$ cat src/rtl/pipeline_ctrl_pkg.sv
// Shared definitions for the pipeline stall/flush controller: state encodings and register constants.
// No logic and no latency; backpressure is not applicable.
package pipeline_ctrl_pkg;

    typedef enum logic [1:0] {
        ST_RUN      = 2'd0,
        ST_MEM_WAIT = 2'd1,
        ST_HALT     = 2'd2
    } state_t;

    localparam logic [4:0] REG_ZERO = 5'd0;

endpackage

$ cat src/rtl/pipeline_ctrl_if.sv
// Hazard inputs and stage enable/flush outputs exchanged between the pipeline datapath and its controller.
// No latency; the bundle carries no flow control of its own.
interface pipeline_ctrl_if #(
    parameter int CNT_W = 32
);
    logic [4:0]       id_rs;
    logic [4:0]       id_rt;
    logic             ex_mem_read;
    logic [4:0]       ex_rd;
    logic             ex_branch_taken;
    logic             mem_req;
    logic             mem_ready;

    logic             pc_en;
    logic             if_id_en;
    logic             id_ex_en;
    logic             ex_mem_en;
    logic             mem_wb_en;
    logic             if_id_flush;
    logic             id_ex_flush;
    logic             ex_mem_flush;
    logic             mem_wb_flush;
    logic             mem_err;
    logic             halted;
    logic [CNT_W-1:0] stall_cnt;

    // Datapath side: supplies hazard information, consumes enables/flushes.
    modport master (
        output id_rs, id_rt, ex_mem_read, ex_rd, ex_branch_taken, mem_req, mem_ready,
        input  pc_en, if_id_en, id_ex_en, ex_mem_en, mem_wb_en,
        input  if_id_flush, id_ex_flush, ex_mem_flush, mem_wb_flush,
        input  mem_err, halted, stall_cnt
    );

    modport slave (
        input  id_rs, id_rt, ex_mem_read, ex_rd, ex_branch_taken, mem_req, mem_ready,
        output pc_en, if_id_en, id_ex_en, ex_mem_en, mem_wb_en,
        output if_id_flush, id_ex_flush, ex_mem_flush, mem_wb_flush,
        output mem_err, halted, stall_cnt
    );

endinterface

$ cat src/rtl/pipeline_ctrl_hazard_detect.sv
// Load-use detector: flags an ID instruction reading the destination of a load in EX (r0 never hazards).
// Purely combinational, zero latency; no backpressure.
module hazard_detect
    import pipeline_ctrl_pkg::*;
(
    input  logic [4:0] id_rs,
    input  logic [4:0] id_rt,
    input  logic       ex_mem_read,
    input  logic [4:0] ex_rd,
    output logic       loaduse
);

    assign loaduse = ex_mem_read && (ex_rd != REG_ZERO) &&
                     ((ex_rd == id_rs) || (ex_rd == id_rt));

endmodule

$ cat src/rtl/pipeline_ctrl.sv
// Stall/flush sequencer for the 5-stage pipeline: load-use bubbles, branch squash, memory freeze with timeout halt.
// Outputs are combinational from state and inputs (zero latency); a slow data memory freezes everything upstream of WB.
module pipeline_ctrl
    import pipeline_ctrl_pkg::*;
#(
    parameter int TIMEOUT = 64,
    parameter int WAIT_W  = 8,
    parameter int CNT_W   = 32
) (
    input  logic           clk,
    input  logic           rst,
    pipeline_ctrl_if.slave bus
);

    localparam logic [WAIT_W-1:0] TMO = WAIT_W'(TIMEOUT);

    state_t             state, state_nx;
    logic [WAIT_W-1:0]  wait_cnt, wait_nx;
    logic               mem_err_r, err_nx;
    logic [CNT_W-1:0]   stall_cnt_r;
    logic               loaduse;
    logic               freeze;

    logic pc_en_c, if_id_en_c, id_ex_en_c, ex_mem_en_c, mem_wb_en_c;
    logic if_id_fl_c, id_ex_fl_c, ex_mem_fl_c, mem_wb_fl_c;

    hazard_detect u_hazard (
        .id_rs       (bus.id_rs),
        .id_rt       (bus.id_rt),
        .ex_mem_read (bus.ex_mem_read),
        .ex_rd       (bus.ex_rd),
        .loaduse     (loaduse)
    );

    always_ff @(posedge clk) begin
        if (rst) begin
            state       <= ST_RUN;
            wait_cnt    <= '0;
            mem_err_r   <= 1'b0;
            stall_cnt_r <= '0;
        end else begin
            state     <= state_nx;
            wait_cnt  <= wait_nx;
            mem_err_r <= err_nx;
            if (!pc_en_c && (state != ST_HALT) && (stall_cnt_r != '1))
                stall_cnt_r <= stall_cnt_r + 1'b1;
        end
    end

    always_comb begin
        state_nx    = state;
        wait_nx     = wait_cnt;
        err_nx      = mem_err_r;
        freeze      = 1'b0;
        pc_en_c     = 1'b0;
        if_id_en_c  = 1'b0;
        id_ex_en_c  = 1'b0;
        ex_mem_en_c = 1'b0;
        mem_wb_en_c = 1'b0;
        if_id_fl_c  = 1'b0;
        id_ex_fl_c  = 1'b0;
        ex_mem_fl_c = 1'b0;
        mem_wb_fl_c = 1'b0;

        case (state)
            ST_RUN: begin
                freeze = bus.mem_req && !bus.mem_ready;
                if (freeze) begin
                    state_nx = ST_MEM_WAIT;
                    wait_nx  = WAIT_W'(1);
                end
            end
            ST_MEM_WAIT: begin
                // A dropped mem_req without ready is ignored: only ready ends the wait.
                freeze = !bus.mem_ready;
                if (bus.mem_ready) begin
                    state_nx = ST_RUN;
                    wait_nx  = '0;
                end else if (wait_cnt == TMO) begin
                    state_nx = ST_HALT;
                    err_nx   = 1'b1;
                end else begin
                    wait_nx = wait_cnt + 1'b1;
                end
            end
            ST_HALT: ;
            default: state_nx = ST_RUN;
        endcase

        if (state != ST_HALT) begin
            if (freeze) begin
                mem_wb_en_c = 1'b1;
                mem_wb_fl_c = 1'b1;
            end else begin
                pc_en_c     = 1'b1;
                if_id_en_c  = 1'b1;
                id_ex_en_c  = 1'b1;
                ex_mem_en_c = 1'b1;
                mem_wb_en_c = 1'b1;
                // The dependent instruction is squashed by a taken branch, so no bubble is needed.
                if (bus.ex_branch_taken) begin
                    if_id_fl_c = 1'b1;
                    id_ex_fl_c = 1'b1;
                end else if (loaduse) begin
                    pc_en_c    = 1'b0;
                    if_id_en_c = 1'b0;
                    id_ex_fl_c = 1'b1;
                end
            end
        end
    end

    assign bus.pc_en        = pc_en_c     && !rst;
    assign bus.if_id_en     = if_id_en_c  && !rst;
    assign bus.id_ex_en     = id_ex_en_c  && !rst;
    assign bus.ex_mem_en    = ex_mem_en_c && !rst;
    assign bus.mem_wb_en    = mem_wb_en_c && !rst;
    assign bus.if_id_flush  = if_id_fl_c  && !rst;
    assign bus.id_ex_flush  = id_ex_fl_c  && !rst;
    assign bus.ex_mem_flush = ex_mem_fl_c && !rst;
    assign bus.mem_wb_flush = mem_wb_fl_c && !rst;
    assign bus.halted       = (state == ST_HALT) && !rst;
    assign bus.mem_err      = mem_err_r;
    assign bus.stall_cnt    = stall_cnt_r;

endmodule

$ cat src/flat_wrapper.sv
// flat-port wrapper written by rule: the top's interface ports become plain ports
module pipeline_ctrl_flat import pipeline_ctrl_pkg::*;
#(
    parameter int TIMEOUT = 64,
    parameter int WAIT_W  = 8,
    parameter int CNT_W   = 32
)
  (clk, rst, bus_id_rs, bus_id_rt, bus_ex_mem_read, bus_ex_rd, bus_ex_branch_taken, bus_mem_req, bus_mem_ready, bus_pc_en, bus_if_id_en, bus_id_ex_en, bus_ex_mem_en, bus_mem_wb_en, bus_if_id_flush, bus_id_ex_flush, bus_ex_mem_flush, bus_mem_wb_flush, bus_mem_err, bus_halted, bus_stall_cnt);
  pipeline_ctrl_if #(.CNT_W(CNT_W)) bus_i ();
  input  logic clk;
  input  logic rst;
  input wire logic [$bits(bus_i.id_rs)-1:0] bus_id_rs;
  input wire logic [$bits(bus_i.id_rt)-1:0] bus_id_rt;
  input wire logic [$bits(bus_i.ex_mem_read)-1:0] bus_ex_mem_read;
  input wire logic [$bits(bus_i.ex_rd)-1:0] bus_ex_rd;
  input wire logic [$bits(bus_i.ex_branch_taken)-1:0] bus_ex_branch_taken;
  input wire logic [$bits(bus_i.mem_req)-1:0] bus_mem_req;
  input wire logic [$bits(bus_i.mem_ready)-1:0] bus_mem_ready;
  output wire logic [$bits(bus_i.pc_en)-1:0] bus_pc_en;
  output wire logic [$bits(bus_i.if_id_en)-1:0] bus_if_id_en;
  output wire logic [$bits(bus_i.id_ex_en)-1:0] bus_id_ex_en;
  output wire logic [$bits(bus_i.ex_mem_en)-1:0] bus_ex_mem_en;
  output wire logic [$bits(bus_i.mem_wb_en)-1:0] bus_mem_wb_en;
  output wire logic [$bits(bus_i.if_id_flush)-1:0] bus_if_id_flush;
  output wire logic [$bits(bus_i.id_ex_flush)-1:0] bus_id_ex_flush;
  output wire logic [$bits(bus_i.ex_mem_flush)-1:0] bus_ex_mem_flush;
  output wire logic [$bits(bus_i.mem_wb_flush)-1:0] bus_mem_wb_flush;
  output wire logic [$bits(bus_i.mem_err)-1:0] bus_mem_err;
  output wire logic [$bits(bus_i.halted)-1:0] bus_halted;
  output wire logic [$bits(bus_i.stall_cnt)-1:0] bus_stall_cnt;
  assign bus_i.id_rs = bus_id_rs;
  assign bus_i.id_rt = bus_id_rt;
  assign bus_i.ex_mem_read = bus_ex_mem_read;
  assign bus_i.ex_rd = bus_ex_rd;
  assign bus_i.ex_branch_taken = bus_ex_branch_taken;
  assign bus_i.mem_req = bus_mem_req;
  assign bus_i.mem_ready = bus_mem_ready;
  assign bus_pc_en = bus_i.pc_en;
  assign bus_if_id_en = bus_i.if_id_en;
  assign bus_id_ex_en = bus_i.id_ex_en;
  assign bus_ex_mem_en = bus_i.ex_mem_en;
  assign bus_mem_wb_en = bus_i.mem_wb_en;
  assign bus_if_id_flush = bus_i.if_id_flush;
  assign bus_id_ex_flush = bus_i.id_ex_flush;
  assign bus_ex_mem_flush = bus_i.ex_mem_flush;
  assign bus_mem_wb_flush = bus_i.mem_wb_flush;
  assign bus_mem_err = bus_i.mem_err;
  assign bus_halted = bus_i.halted;
  assign bus_stall_cnt = bus_i.stall_cnt;
  pipeline_ctrl #(.TIMEOUT(TIMEOUT), .WAIT_W(WAIT_W), .CNT_W(CNT_W)) u_core (.clk(clk), .rst(rst), .bus(bus_i));
endmodule
$ cat config.mk
export PLATFORM = sky130hd
export DESIGN_NAME = pipeline_ctrl_flat
export DESIGN_NICKNAME = d
export VERILOG_FILES = /design/src/rtl/pipeline_ctrl_pkg.sv /design/src/rtl/pipeline_ctrl_if.sv /design/src/rtl/pipeline_ctrl_hazard_detect.sv /design/src/rtl/pipeline_ctrl.sv /design/src/flat_wrapper.sv
export SDC_FILE = /design/constraint.sdc
export NUM_CORES = 1
export LEC_CHECK = 0
export ABC_AREA = 1
export BUFFER_PORTS_ARGS = -buffer_cell sky130_fd_sc_hd__buf_4
export CAP_MARGIN = 0
export CORE_AREA = 4 4 93 95
export CTS_CLUSTER_DIAMETER = 150
export CTS_CLUSTER_SIZE = 24
export DETAILED_ROUTE_END_ITERATION = 6
export DIE_AREA = 0 0 97 99
export PLACE_DENSITY = 0.74
export SLEW_MARGIN = 25
export SYNTH_ARGS = -nofsm -noshare
export SYNTH_HDL_FRONTEND = slang
export SYNTH_SLANG_ARGS = --single-unit
$ cat constraint.sdc
create_clock -name clk -period 1.6 [get_ports clk]
set_input_delay 0.16 -clock clk [delete_from_list [all_inputs] [get_ports clk]]
set_output_delay 0.16 -clock clk [all_outputs]
set_load 0.01 [all_outputs]
======== Word-level counts from Yosys, hierarchy flattened ========
Index checks and enable logic that the tools add are counted.
W data, S select, Z words.
storage, ports and cells
  bits in registers ....................... 43
  input port bits ......................... 21
  output and inout bits ................... 43
operators by class
  reduce and logical (&&, ||, !) cells .... 22
  equality and inequality tests ........... 10
  multiplexer cells ....................... 25
  add/subtract/negate cells ............... 2
  bitwise logic cells ..................... 2
operators with widths
  kind                     number
  $add A32 B1 Y32 const B  1
  $ne A32 B32 Y1 const B   1
  $mux W8                  3
  $mux W1                  16
  $pmux W8 S2              1
  $logic_and A1 B1 Y1      12
  $eq A5 B5 Y1             2
  $reduce_and A3 Y1        3
  $add A8 B1 Y8 const B    1
  $eq A8 B7 Y1 const B     1
  $mux W2                  3
  $pmux W2 S3              1
  $reduce_bool A5 Y1       1
  $logic_not A1 Y1         3
  $ne A3 B2 Y1 const B     1
  $ne A3 B3 Y1 const B     1
  $eq A2 B1 Y1 const B     1
  $eq A2 B2 Y1 const B     1
  $logic_not A2 Y1         1
  $ne A2 B1 Y1 const B     1
  $ne A2 B2 Y1 const B     1
  $not A1 Y1               2
  $pmux W1 S2              1
  $reduce_bool A2 Y1       1
  $logic_or A1 B1 Y1       1

======== Logic depth before layout (Yosys ltp) ========
  depth after elaboration ................. 10
  gate-level depth with buffers ........... 14

======== Hierarchy ========
From an unflattened synthesis, not the netlist that was laid out.
unflattened totals
  cell total of the unflattened synthesis .. 489
  area, all modules ....................... 2861.5 um^2
modules (own cells, without submodules)
  module         cells an instance  area an instance (um^2)  times used
  pipeline_ctrl  444                2666.3                   1
  hazard_detect  45                 195.2                    1

======== Worst setup path before layout ========
OpenSTA, ideal clock, no wires.
  path kind ............................... register to register
  start point ............................. register u_core.stall_cnt_r[0] (netlist: u_core.bus.stall_cnt[0])
  end point ............................... register u_core.stall_cnt_r[23] (netlist: u_core.bus.stall_cnt[23])
  slack ................................... -0.248 ns
  data arrival time ....................... 1.721 ns
  path buffers ............................ 2
  required time ........................... 1.472 ns
  period minus slack after synthesis ...... 1.848 ns
  cell stages (with the launch flop) ...... 15
  cells stage by stage .................... dfxtp_1 > ha_1 > nand2_2 > nor2_4 > nand3_2 > nor2_1 > nand3_1 > nand2_1 > inv_2 > nand2_4 > buf_8 > buf_6 > nand2_1 > nand2_1 > nor2_1
between the ends
  longest elaborated chain between the ends .. 2
ends and longest elaborated chain
  element                                                                  line                 source
  start: declaration                                                       pipeline_ctrl.sv:20  logic [CNT_W-1:0] stall_cnt_r;
  start signal: assignment                                                 pipeline_ctrl.sv:46  stall_cnt_r <= stall_cnt_r + 1'b1;
  parallel branches: the longest is 2 deep, another holds $add A32 B1 Y32  n/a
Several ways; the timed one is not identified.
A chain may end at the register's enable or synchronous reset.

======== Worst setup path in the final report ========
  start point ............................. register u_core.stall_cnt_r[14] (netlist: u_core.bus.stall_cnt[14])
  end point ............................... register u_core.stall_cnt_r[13] (netlist: u_core.bus.stall_cnt[13])
between the ends
  longest elaborated chain between the ends .. 2
ends and longest elaborated chain
  element              line                 source
  $ne A32 B32 Y1       pipeline_ctrl.sv:45  if (!pc_en_c && (state != ST_HALT) && (stall_cnt_r != '1))
  $logic_and A1 B1 Y1  pipeline_ctrl.sv:45
No other way between the ends.

==> impl_metrics.yaml <==
synth:
  avgSynthCellArea_um2: 5.84
  ys_ff_latch: 43
  synth_top_area_frac: 0.279
  yosysSeqAreaShare: 0.279
  synthCells: 528
  synth.net_count: 552
  synthTopCellsByArea: "dfxtp_1 28%, nand2_1 21%, nor2_1 12%, inv_1 8.4%, xor2_1 6.3%"
  yosys.area.top_type: "dfxtp_1"
  synth_cell_types: 28
  yosys_warnings: 0
  netlist_area_um2: 3080
layout:
  final_cell_area_um2: 4780
  drive_above_1_share: 0.346
  multi_input_area_um2: 2010
  fillers: 668
  nets: 700
  syn_to_final_growth_pct: 55.2
  antenna_cells: 0
  layout_commonest_cell: "nand2_1"
  mostFrequentLayoutCells: "154 x nand2_1, 139 x buf_4, 90 x nor2_1, 65 x inv_1, 29 x dfxtp_1"
  ff_latch_area_um2: 883
timing:
  period_share: 1.11
  hold_violations: 0
  rsz0062_at_grt: "yes"
  period_minus_slack_ns: 1.77
  tns_ns: -3.38
  worstMarginPinSlew_ns: 0.879
  worst_slack_ns: -0.169
  drv_slew: 0
  max_freq_ghz: 0.565
  final-setup-viol-count: 34
  max_slew_margin: 0.413
  fin_skew_ns: 0.0166
  hold_ws_ns: 0.107
global_routing:
  grt-ovfl-total: 0
  grt_pass1_vias: 3615
  grt_max_degree: 24
  antenna_found_initial: 0
  grt_use_total: 0.205
  grt_pass1_wl_um: 16400
die:
  placeableCoreArea_um2: 7730
  die-area_um2: 9600
  num_rows: 32
  initial_core_util: 0.399
  die_x_um: 97
  die_h_um: 99
  ios: 64
critical_path:
  critPathBufInv: 3
  end_kind: "register"
  crit_slowest_cell: "dfxtp_1"
  required_ns: 1.83
  max_stage_delay_ns: 0.39
  timing.critical_path.fanout_max: 5
  worst_setup_path_start_kind: "register"
  cp.arrival_ns: 2.00
  critPathTopFamily: "simple AND/OR/NAND/NOR gates"
  crit_chain: "nand2_1, nor2_4, nand3_1, nor2_2, nand3_1, nand2_1, inv_2, buf_8, clkbuf_16, nand3b_1, nand2_1, nor2_1"
  cpMostUsedCell: "nand2_1"
  critical_path_class: "register to register"
placed_design:
  port_buffers: 62
  dp_hpwl_um: 7160
  gp_congestion: 0.937
  dpl_cell_area_um2: 4180
routing:
  wl_um: 10600
  firstDrtPassIters: 6
  wl_per_cell_um: 13.6
  routed-via-count: 3877
  drt-initial-drc-count: 311
  drcViolationCount: 0
  viasPerCell: 4.98
  ant_nets: 0
power_and_ir_drop:
  p_sw_mw: 1.02
  p_seq_frac: 0.409
  p_sw_frac: 0.337
  pwr_density_cell_nw_per_um2: 633
  clkPwrFrac: 0.230
  pwr-share-comb: 0.361
  leakage_nw: 2.35
  vdd_ir_drop_max_mv: 0.296
  internal_power_mw: 2.01
worst_hold_path:
  hold_path_class: "input pin to register"
clock_network:
  cts_buffer_depth: 2
  root_buffer: "clkbuf_8"
  h-tree-depth: 2
  clk_pin_slew_worst_paths_ns: 0.09
  cts_buffers: 5
  cts.sinks: 43
  cts_tree: "yes"
  clock_latency_ns: 0.30
outcome:
  violations: "negative setup slack"
  outcome: "finished with violations"
run:
  drv_cap: 0
-- per-stage QoR --
stage               cells  worst slack, ns  utilization  total power [mW]
CTS                   771          -0.0685        0.585              2.96
floorplan             528          -0.0713            -              1.73
global placement      750         -0.00685        0.541              2.14
detailed placement    750          -0.0713        0.541              2.16
global route          779           -0.254        0.619              3.21
finish                779           -0.169        0.619              3.03
-- final timing paths --
kind	start	end	slack [ns]	cells past startpoint
setup / recovery	u_core.bus.stall_cnt[14]$_SDFFE_PP0P_	u_core.bus.stall_cnt[13]$_SDFFE_PP0P_	-0.17	12
hold / removal	rst	u_core.wait_cnt[7]$_SDFFE_PP0P_	0.11	2
setup reg to reg	u_core.bus.stall_cnt[14]$_SDFFE_PP0P_	u_core.bus.stall_cnt[13]$_SDFFE_PP0P_	-0.17	12
hold reg to reg	u_core.bus.mem_err$_SDFFE_PP0P_	u_core.bus.mem_err$_SDFFE_PP0P_	0.45	2
-- logic make-up (layout without fill, tap and decap cells) --
group / count (synthesis) / count (layout) / share of synthesized area
and+or+nand+nor: 339 / 339 / 0.464
buffers and inverters: 91 / 240 / 0.127
DFF: 43 / 43 / 0.279
xor gates and xnor gates: 27 / 27 / 0.0767
AOI/OAI and AO/OA: 24 / 24 / 0.0390
adders and majority gates: 3 / 3 / 0.0122
other: 1 / 1 / 0.00122
-- sequential cells by signal, indices dropped and copies added, names as in the netlist --
name,count
u_core.bus.stall_cnt,32
u_core.state,2
u_core.bus.mem_err,1
u_core.wait_cnt,8
-- synthesized netlist by cell type --
cell and number:
nand2_1 170, inv_1 69, nand3_1 35, nor3_1 8, inv_2 7, xnor2_1 5
buf_6 1, o21ai_0 2, buf_8 1, buf_4 3, ha_1 3, buf_12 1
nand4_1 13, nor2_2 3, nor2_1 97, nand3b_1 3, nand2_4 2, nand2_2 1
nor2_4 3, clkbuf_1 6, buf_2 3, conb_1 1, a21oi_1 22, nor4_1 2
dfxtp_1 43, nand3_2 1, and2_1 1, xor2_1 22
-- layout make-up --
cell class | instances | area share
Multi-Input combinational cell | 394 | 0.420
Timing Repair Buffer | 156 | 0.290
Sequential cell | 43 | 0.185
Inverter | 76 | 0.0607
Tap cell | 102 | 0.0267
Clock buffer | 6 | 0.0152
Clock inverter | 2 | 0.00262
-- layer usage --
layer | global-route usage | wire, um
met3 | 0.0297 | 835
met5 | 0 | 0
met2 | 0.356 | 5010
met4 | 0.0713 | 352
met1 | 0.258 | 4440
-- repair_timing --
item / in CTS / in global routing
setup buffers: 11 / 4
cloned: 3 / 4
resized for setup: 35 / 38
pin swaps: 14 / 30
endpoints found under the setup margin: 43 / 46
hold buffers: 0 / 0
-- power groups by stage --
stage / sequential [mW] / combinational (mW) / clock, mW
floorplan: 1.31 / 0.427 / 0
global route: 1.25 / 1.20 / 0.767
CTS: 1.23 / 1.00 / 0.730
global placement: 1.25 / 0.885 / 0
detailed placement: 1.25 / 0.909 / 0
finish: 1.24 / 1.09 / 0.697
Power figures use the tool's default switching activity.
